[src/rtl/frac_linebuf_prefetch_pkg.sv]
// Shared types for the line-buffer prefetch controller: FSM state encoding
// and bank-index width helper.
package frac_pkg;

    typedef enum logic [2:0] {
        IDLE,
        CLEAR,
        ISSUE,
        WAIT_FILL,
        DRAIN
    } pf_state_t;

    function automatic int unsigned bank_width(input int unsigned n);
        return (n > 1) ? $clog2(n) : 1;
    endfunction

    // Bank index width for the default two-bank ring.
    localparam int unsigned BANK_W = bank_width(2);

endpackage

[src/rtl/frac_linebuf_prefetch_pattern_chk.sv]
// Pixel pattern checker: each consumed word must equal its zero-extended row
// index; mismatches set a sticky flag and bump a saturating counter.
module frac_pattern_chk #(
    parameter int ROW_W  = 13,
    parameter int DATA_W = 16
) (
    input  logic              clk,
    input  logic              rst_n,
    input  logic              pix_valid,
    input  logic [ROW_W-1:0]  pix_row,
    input  logic [DATA_W-1:0] pix_data,
    output logic              diag_err,
    output logic [15:0]       err_count
);

    logic mismatch;

    assign mismatch = pix_valid && (pix_data != DATA_W'(pix_row));

    always_ff @(posedge clk or negedge rst_n) begin
        if (!rst_n) begin
            diag_err  <= 1'b0;
            err_count <= '0;
        end else if (mismatch) begin
            diag_err <= 1'b1;
            if (err_count != '1) begin
                err_count <= err_count + 16'd1;
            end
        end
    end

endmodule

[src/rtl/frac_linebuf_prefetch.sv]
// N-bank ring line-buffer prefetch controller: issues DDR2 row reads ahead of
// the display, tracks bank occupancy and flags display underrun.
module frac_linebuf_prefetch
    import frac_pkg::*;
#(
    parameter int NUM_BANKS = 2,
    parameter int ROW_W     = 13,
    parameter int LINES     = 768,
    parameter int DATA_W    = 16,
    parameter bit CHECK_EN  = 1'b1
) (
    input  logic                                clk,
    input  logic                                rst_n,
    input  logic                                frame_start,
    input  logic                                line_done,
    output logic                                req_rd_ddr,
    output logic [ROW_W-1:0]                    req_ddr_addr_row,
    output logic [bank_width(NUM_BANKS)-1:0]    req_bank,
    input  logic                                req_ack,
    input  logic                                fill_done,
    output logic [NUM_BANKS-1:0]                bank_valid,
    output logic [bank_width(NUM_BANKS)-1:0]    rd_bank,
    output logic                                underrun,
    input  logic                                pix_valid,
    input  logic [ROW_W-1:0]                    pix_row,
    input  logic [DATA_W-1:0]                   pix_data,
    output logic                                diag_err,
    output logic [15:0]                         err_count
);

    localparam int BW = int'(bank_width(NUM_BANKS));
    localparam logic [ROW_W:0] LAST_ROW = (ROW_W + 1)'(LINES);

    pf_state_t            state, state_next;
    logic [ROW_W:0]       wr_row;
    logic [BW-1:0]        wr_bank;
    logic                 req_next;
    logic                 clear_all;
    logic                 fill_accept;
    logic                 consume;
    logic                 starve;
    logic [NUM_BANKS-1:0] bv_next;

    assign req_ddr_addr_row = wr_row[ROW_W-1:0];
    assign req_bank         = wr_bank;
    assign consume          = line_done &&  bank_valid[rd_bank];
    assign starve           = line_done && !bank_valid[rd_bank];

    always_ff @(posedge clk or negedge rst_n) begin
        if (!rst_n) begin
            state <= IDLE;
        end else begin
            state <= state_next;
        end
    end

    always_comb begin
        state_next  = state;
        req_next    = 1'b0;
        clear_all   = 1'b0;
        fill_accept = 1'b0;
        case (state)
            IDLE: begin
                if (frame_start) state_next = CLEAR;
            end
            CLEAR: begin
                clear_all  = 1'b1;
                state_next = ISSUE;
            end
            ISSUE: begin
                // An ack in the same cycle as frame_start means a fill is already in flight.
                if (frame_start) begin
                    state_next = (req_rd_ddr && req_ack) ? DRAIN : CLEAR;
                end else if (req_rd_ddr) begin
                    if (req_ack) state_next = WAIT_FILL;
                    else         req_next   = 1'b1;
                end else if (wr_row == LAST_ROW) begin
                    state_next = IDLE;
                end else begin
                    req_next = !bank_valid[wr_bank];
                end
            end
            WAIT_FILL: begin
                if (frame_start) begin
                    state_next = fill_done ? CLEAR : DRAIN;
                end else if (fill_done) begin
                    fill_accept = 1'b1;
                    state_next  = ISSUE;
                end
            end
            DRAIN: begin
                if (fill_done) state_next = CLEAR;
            end
            default: state_next = IDLE;
        endcase
    end

    always_comb begin
        bv_next = bank_valid;
        if (fill_accept) bv_next[wr_bank] = 1'b1;
        if (consume)     bv_next[rd_bank] = 1'b0;
    end

    always_ff @(posedge clk or negedge rst_n) begin
        if (!rst_n) begin
            req_rd_ddr <= 1'b0;
            wr_row     <= '0;
            wr_bank    <= '0;
            rd_bank    <= '0;
            bank_valid <= '0;
            underrun   <= 1'b0;
        end else begin
            req_rd_ddr <= req_next;
            if (starve) underrun <= 1'b1;
            if (clear_all) begin
                bank_valid <= '0;
                wr_row     <= '0;
                wr_bank    <= '0;
                rd_bank    <= '0;
            end else begin
                bank_valid <= bv_next;
                if (fill_accept) begin
                    wr_row  <= wr_row + (ROW_W + 1)'(1);
                    wr_bank <= wr_bank + BW'(1);
                end
                if (consume) rd_bank <= rd_bank + BW'(1);
            end
        end
    end

    if (CHECK_EN) begin : g_chk
        frac_pattern_chk #(
            .ROW_W  (ROW_W),
            .DATA_W (DATA_W)
        ) u_chk (
            .clk       (clk),
            .rst_n     (rst_n),
            .pix_valid (pix_valid),
            .pix_row   (pix_row),
            .pix_data  (pix_data),
            .diag_err  (diag_err),
            .err_count (err_count)
        );
    end else begin : g_nochk
        assign diag_err  = 1'b0;
        assign err_count = '0;
    end

endmodule

[config.mk]
export PLATFORM = sky130hd
export DESIGN_NAME = frac_linebuf_prefetch
export DESIGN_NICKNAME = d
export VERILOG_FILES = /design/src/rtl/frac_linebuf_prefetch_pkg.sv /design/src/rtl/frac_linebuf_prefetch_pattern_chk.sv /design/src/rtl/frac_linebuf_prefetch.sv
export SDC_FILE = /design/constraint.sdc
export NUM_CORES = 1
export LEC_CHECK = 0
export BUFFER_PORTS_ARGS = -buffer_cell sky130_fd_sc_hd__buf_2
export CORE_ASPECT_RATIO = 0.6
export CORE_MARGIN = 2
export CORE_UTILIZATION = 55
export CTS_CLUSTER_SIZE = 10
export DETAILED_ROUTE_END_ITERATION = 7
export HOLD_SLACK_MARGIN = 0.05
export PLACE_DENSITY = 0.85
export SYNTH_ARGS = -nofsm -noshare
export SYNTH_HDL_FRONTEND = slang
export SYNTH_SLANG_ARGS = --single-unit
[constraint.sdc]
create_clock -name clk -period 4.4 [get_ports clk]
set_input_delay 0.88 -clock clk [delete_from_list [all_inputs] [get_ports clk]]
set_output_delay 0.88 -clock clk [all_outputs]
set_load 0.02 [all_outputs]
# After elaboration in Yosys (flattened, before gate mapping)
# Cells that the tools add are included.
# word_totals
register_bits	40
out_inout_bits	36
word_cells	82
# op_classes
addsub	4
magnitude_cmp	4
n_eq_ne	12
mux	37
bitwise	3
n_reduce_logical	13
# op_table
op	count
two-way mux 3 bit	10
two-way mux 14 bit	2
two-way mux 1 bit	19
adder 16 x 1 -> 16 bit (second input constant)	1
!= test 16 x 13 -> 1 bit	1
!= test 16 bit (second input constant)	1
one-hot mux 3 bit (5 select lines)	1
adder 14 x 1 -> 14 bit (second input constant)	1
equality test 14 x 10 -> 1 bit (second input constant)	1
!= test 4 bit (second input constant)	2
equality test 3 x 2 -> 1 bit (second input constant)	2
logical AND 1 bit	6
two-way mux 2 bit	3
AND reduction 5 bit	1
less-than comparator 1 x 2 -> 1 bit (second input constant)	2
!= test 2 bit (second input constant)	2
nonzero test 2 bit	2
equality test 3 x 1 -> 1 bit (second input constant)	1
equality test 3 bit (second input constant)	1
logical NOT 3 bit	1
!= test 3 bit (second input constant)	1
adder 1 bit (second input constant)	2
AND 2 bit	1
demux 1 bit (select 1 bit)	2
5 further kinds	7

# Logic depth before layout (Yosys ltp)
# logic_depth
ltp_word	9
mapped_depth	8

# Hierarchy
# From an unflattened synthesis, not the netlist that was laid out.
# unflattened
hier_cells	237
area_unflattened_um2	2353.5
# by_module_without_submodules
mod	instances	cells_each	area_each_um2	seq_area_each_um2
frac_linebuf_prefetch	1	147	1377.6	575.6
frac_pattern_chk	1	90	975.9	425.4

# Worst setup path after synthesis
# OpenSTA, ideal clock, no wires.
# synth_timing
kind	input-to-reg
start	in frame_start
end	reg wr_row[13]
setup_ns	0.078
arrival_time_ns	2.049
slack_ns	2.274
stages	5
cell_sequence	nor3b_4 nand3_2 a211o_1 or3_1 a21oi_1
# synth_via
elab_chain_len	3
# synth_lines
item	line	rtl
from (decl)	frac_linebuf_prefetch.sv:14	input logic frame_start,
two-way mux 1 bit	frac_linebuf_prefetch.sv:84	if (frame_start) begin
two-way mux 1 bit	frac_linebuf_prefetch.sv:62	case (state)
nonzero test 2 bit (no line)	n/a	
to (signal assigned)	frac_linebuf_prefetch.sv:123	wr_row <= wr_row + (ROW_W + 1)'(1);
to (decl)	frac_linebuf_prefetch.sv:35	logic [ROW_W:0] wr_row;
# Every way passes these cells.
# A chain may end at the register's enable or synchronous reset.

# Final worst setup path
# layout_timing
start	in pix_row[12]
end	reg g_chk.u_chk.err_count[1]
# layout_via
elab_chain_len	3
# layout_lines
item	line	rtl
from (decl)	frac_linebuf_prefetch.sv:25	input logic [ROW_W-1:0] pix_row,
!= test 16 x 13 -> 1 bit	frac_linebuf_prefetch_pattern_chk.sv:18	assign mismatch = pix_valid && (pix_data != DATA_W'(pix_row));
logical AND 1 bit	frac_linebuf_prefetch_pattern_chk.sv:18	
AND reduction 2 bit (no line)	n/a	
to (signal assigned)	frac_linebuf_prefetch_pattern_chk.sv:27	err_count <= err_count + 16'd1;
to (decl)	frac_linebuf_prefetch_pattern_chk.sv:13	output logic [15:0] err_count
# Every way passes these cells.

==> report_table.html <==
<table>
<tr><th>Metric</th><th>Value</th></tr>
<tr><th colspan="2">Status</th></tr>
<tr><td>Status</td><td>complete, no violations</td></tr>
<tr><th colspan="2">Synthesis</th></tr>
<tr><td>Post-Syn Area per Cell</td><td>9.39 sq um</td></tr>
<tr><td>Post-synth cell types</td><td>42</td></tr>
<tr><td>Number of flops mapped to enable cells by yosys</td><td>0</td></tr>
<tr><td>Proportion of synthesized flip-flops having asynchronous set or reset</td><td>100%</td></tr>
<tr><td>Synthesis Warnings</td><td>0</td></tr>
<tr><td>Synth Net Count</td><td>285</td></tr>
<tr><td>Cell area after synthesis</td><td>0.00231 sq mm</td></tr>
<tr><td>Share of synthesized area occupied by flip-flops and latches</td><td>43.3%</td></tr>
<tr><td>Synthesized netlist cell count</td><td>246</td></tr>
<tr><td>Leading register cell type out of synthesis</td><td>dfrtp_1</td></tr>
<tr><td>Count of state elements after synthesis</td><td>40</td></tr>
<tr><th colspan="2">Pwr</th></tr>
<tr><td>Internal power</td><td>0.000863 W</td></tr>
<tr><td>Design Power</td><td>0.00130 W</td></tr>
<tr><td>Switching component of the power</td><td>0.000440 W</td></tr>
<tr><td>Pwr/cell area</td><td>471 mW/mm^2</td></tr>
<tr><td>Switching power as a share of total power</td><td>33.8%</td></tr>
<tr><td>Max IR drop VDD</td><td>264 uV</td></tr>
<tr><td>Clock network power share</td><td>31.7%</td></tr>
<tr><td>Logic gate share of total power</td><td>27.8%</td></tr>
<tr><td>Sequential fraction of design power</td><td>40.5%</td></tr>
<tr><td>LEAKAGE</td><td>1.29 nW</td></tr>
<tr><th colspan="2">STA</th></tr>
<tr><td>Achievable Freq</td><td>429 MHz</td></tr>
<tr><td>Final setup fails</td><td>0</td></tr>
<tr><td>Final Cycle Share</td><td>53.0%</td></tr>
<tr><td>Tightest slew margin relative to the limit</td><td>26.9%</td></tr>
<tr><td>Final-report hold violation count</td><td>0</td></tr>
<tr><td>Skew final</td><td>4.84 ps</td></tr>
<tr><td>Unrepaired setup endpoints after global routing</td><td>false</td></tr>
<tr><td>Max-slew violation count</td><td>0</td></tr>
<tr><td>Setup TNS Final</td><td>0 ps</td></tr>
<tr><td>Final critical path time including I/O delays and setup</td><td>2330 ps</td></tr>
<tr><td>Worst Max-Slew Pin Slew</td><td>1090 ps</td></tr>
<tr><td>PnR worst setup slack</td><td>2070 ps</td></tr>
<tr><th colspan="2">Route</th></tr>
<tr><td>Final routed wirelength across all metal layers</td><td>4.80 mm</td></tr>
<tr><td>Starting DRT DRC Count</td><td>120</td></tr>
<tr><td>First-pass iteration count of the detailed router</td><td>4</td></tr>
<tr><td>Via count normalized by instance count</td><td>5.42</td></tr>
<tr><td>Residual antenna-violating net count after detailed routing</td><td>0</td></tr>
<tr><td>Drt drc</td><td>0</td></tr>
<tr><td>Via count of the routed design</td><td>1984</td></tr>
<tr><td>Final routed wire length divided by cell count</td><td>13.1 um</td></tr>
<tr><th colspan="2">Critical path</th></tr>
<tr><td>Data arrival time at the worst-slack endpoint</td><td>2510 ps</td></tr>
<tr><td>Element type at the critical path start</td><td>input pin</td></tr>
<tr><td>Buf/Inv on CP</td><td>1</td></tr>
<tr><td>Classification of the worst setup path</td><td>in2reg</td></tr>
<tr><td>Slowest cell on the critical path</td><td>nand3_1</td></tr>
<tr><td>Delay of the slowest critical-path stage</td><td>450 ps</td></tr>
<tr><td>Worst Reg-to-Reg Cells</td><td>6</td></tr>
<tr><td>Endpoint required time on the critical path</td><td>4580 ps</td></tr>
<tr><td>R2R Path Start</td><td>g_chk.u_chk.err_count[0]</td></tr>
<tr><td>Endpoint of the lowest-slack register-to-register path</td><td>g_chk.u_chk.err_count[15]</td></tr>
<tr><td>CP endpoint kind</td><td>flip-flop</td></tr>
<tr><td>Register-to-register setup slack</td><td>2280 ps</td></tr>
<tr><td>Maximum net fanout on the critical path</td><td>16</td></tr>
<tr><td>Gate family responsible for the most delay along the worst path</td><td>simple AND/OR/NAND/NOR gates</td></tr>
<tr><td>Crit path cell chain</td><td>buf_2 -&gt; xor2_1 -&gt; nor4_1 -&gt; nand3_1 -&gt; nand3b_1 -&gt; mux2_1</td></tr>
<tr><th colspan="2">CTS</th></tr>
<tr><td>Post-cts repair resize count</td><td>0</td></tr>
<tr><td>Clk_lat worst skew</td><td>290 ps</td></tr>
<tr><td>Clock net sink count</td><td>40</td></tr>
<tr><td>Clock tree root driver cell</td><td>clkbuf_8</td></tr>
<tr><td>CTS tree</td><td>built</td></tr>
<tr><td>Clock H-tree levels</td><td>2</td></tr>
<tr><td>Maximum clock path buffer count</td><td>2</td></tr>
<tr><td>Clock transition at the registers of the reported paths</td><td>80 ps</td></tr>
<tr><td>Number of buffers inserted by post-CTS setup repair</td><td>0</td></tr>
<tr><td>Clock buffers created by TritonCTS</td><td>5</td></tr>
<tr><td>CTS Hold Bufs</td><td>0</td></tr>
<tr><th colspan="2">Cells and area</th></tr>
<tr><td>Proportion of layout cells with a drive suffix above 1</td><td>28.4%</td></tr>
<tr><td>Relative area change from synthesis to final layout</td><td>19.8%</td></tr>
<tr><td>Layout net count</td><td>344</td></tr>
<tr><td>Antenna Diode Count</td><td>0</td></tr>
<tr><th colspan="2">Floorplanning</th></tr>
<tr><td>Initial Util</td><td>56.7%</td></tr>
<tr><td>Core area</td><td>0.00408 sq mm</td></tr>
<tr><td>Number of ports placed on the die boundary</td><td>72</td></tr>
<tr><td>Die Wd</td><td>87.7 um</td></tr>
<tr><td>Vertical extent of the die</td><td>54.2 um</td></tr>
<tr><td>Area of the die</td><td>0.00475 sq mm</td></tr>
<tr><td>FP Rows</td><td>18</td></tr>
<tr><th colspan="2">Flow run</th></tr>
<tr><td>Max-capacitance violation count</td><td>0</td></tr>
<tr><th colspan="2">Global route</th></tr>
<tr><td>Combined global-route utilization of all metal layers</td><td>21.7%</td></tr>
<tr><td>Wire length of the first global-routing pass</td><td>7.82 mm</td></tr>
<tr><td>Number of global-route vias before repair</td><td>1739</td></tr>
<tr><td>Aggregate global routing overflow</td><td>0</td></tr>
<tr><td>Pin count of the biggest net entering global routing</td><td>41</td></tr>
<tr><td>Initial antenna violation count</td><td>0</td></tr>
<tr><th colspan="2">Place</th></tr>
<tr><td>Worst slack at placement</td><td>1730 ps</td></tr>
<tr><td>Number of input and output port buffers inserted</td><td>71</td></tr>
<tr><td>HPWL Detailed</td><td>3.60 mm</td></tr>
<tr><td>Placer Congestion</td><td>0.781</td></tr>
<tr><th colspan="2">Hold path</th></tr>
<tr><td>Hold path endpoint</td><td>g_chk.u_chk.diag_err</td></tr>
<tr><td>Hold Crit Depth</td><td>1</td></tr>
<tr><td>Hold path start</td><td>g_chk.u_chk.diag_err</td></tr>
<tr><td>Classification of the worst-slack hold path</td><td>reg2reg</td></tr>
</table>
## cell usage after synthesis, types with 2 or more instances
cell type | instances | area [sq um]
or3_1 | 5 | 31.3
xnor2_1 | 25 | 219
nand4_1 | 14 | 87.6
nand2b_1 | 2 | 12.5
nor4_1 | 5 | 31.3
nand2_1 | 28 | 105
nand3b_1 | 3 | 22.5
inv_1 | 6 | 22.5
nor2_1 | 21 | 78.8
mux2_2 | 2 | 22.5
o21ai_0 | 12 | 60.1
clkbuf_1 | 3 | 11.3
xor2_1 | 11 | 96.3
ha_1 | 3 | 37.5
dfrtp_1 | 40 | 1000
nand3_1 | 13 | 65.1
and3_1 | 5 | 31.3
a21oi_1 | 9 | 45.0
a21o_1 | 2 | 15.0
nor3_1 | 2 | 10.0
buf_4 | 14 | 105
## how the worst max path moves through the flow
stage          depth (start not counted)                  endpoint   startpoint
2_1_floorplan                          5                wr_row[13]  frame_start
3_3_place_gp                           6  g_chk.u_chk.err_count[1]  pix_row[12]
3_5_place_dp                           6  g_chk.u_chk.err_count[1]  pix_row[12]
4_1_cts                                6  g_chk.u_chk.err_count[1]  pix_row[12]
5_1_grt                                6  g_chk.u_chk.err_count[1]  pix_row[12]
6_report                               6  g_chk.u_chk.err_count[1]  pix_row[12]
## metrics by stage
stage / area (sq um) / hold slack, ps / util [%] / instances
final: 2770 / 455 / 67.9 / 366
after global routing: 2770 / 482 / 67.9 / 366
after CTS: 2770 / 461 / 67.9 / 366
after detailed placement: 2610 / 440 / 64.0 / 358
after global placement: 2610 / 440 / 64.0 / 358
after floorplan: 2310 / 523 / - / 246
## cell usage in the layout (no fill, tap or decap), types with 2 or more instances in the layout
master     netlist  final
inv_1            6      6
ha_1             3      3
a21oi_1          9      9
nand2b_1         2      2
nand4_1         14     14
bufinv_16        0      3
nor3_1           2      2
xor2_1          11     11
and3_1           5      5
or3_1            5      5
o21ai_0         12     12
nand2_1         28     28
a21o_1           2      2
clkbuf_8         0      5
nand3b_1         3      3
dfrtp_1         40     40
buf_2            1     71
mux2_2           2      2
xnor2_1         25     25
nor4_1           5      5
nor2_1          21     21
nand3_1         13     13
## per-layer routing
metal  vias up  track usage (%)  routed length, um
met5         -                0                  0
met4         0             6.15                 55
met3         5             4.98                335
met2        72             33.7               2040
met1       939             31.0               2370
li1        968                -                  -
## cells by family (layout without fill, tap and decap cells)
group	after synthesis	count (layout)	synth area share, %
simple gates	109	109	25.6
flops	40	40	43.3
xor+xnor	36	36	13.6
compound gates	29	29	7.20
buf+inv	25	85	6.71
mux	4	4	1.89
fa+ha+maj	3	3	1.62
## registers in the layout, indices dropped and copies added, names as in the netlist
name,flops
req_rd_ddr,1
g_chk.u_chk.err_count,16
bank_valid,2
wr_row,14
g_chk.u_chk.diag_err,1
rd_bank,1
state,3
underrun,1
req_bank,1
## layout make-up
cell class	instances	area, sq um
clock buffers	5	68.8
clock inverters	3	90.1
fillers	357	1310
inverters	6	22.5
multi-input cells	181	1150
flip-flops and latches	40	1000
well taps	60	75.1
repair buffers	71	355
## power groups by stage
stage          Combinational, W  Clock (W)  Sequential [W]
2_1_floorplan          0.000238          0        0.000552
3_3_place_gp           0.000354          0        0.000531
3_5_place_dp           0.000364          0        0.000533
4_1_cts                0.000365   0.000419        0.000527
5_1_grt                0.000407   0.000436        0.000543
6_report               0.000362   0.000412        0.000528
## worst register-to-register path, delay by kind of cell (launching register included)
kind,cells,cell delay (ps)
xor gates and xnor gates,1,160
adders and majority gates,1,240
and+or+nand+nor,4,1150
DFF,1,460
Note: power is estimated with default switching activity, not from simulation.
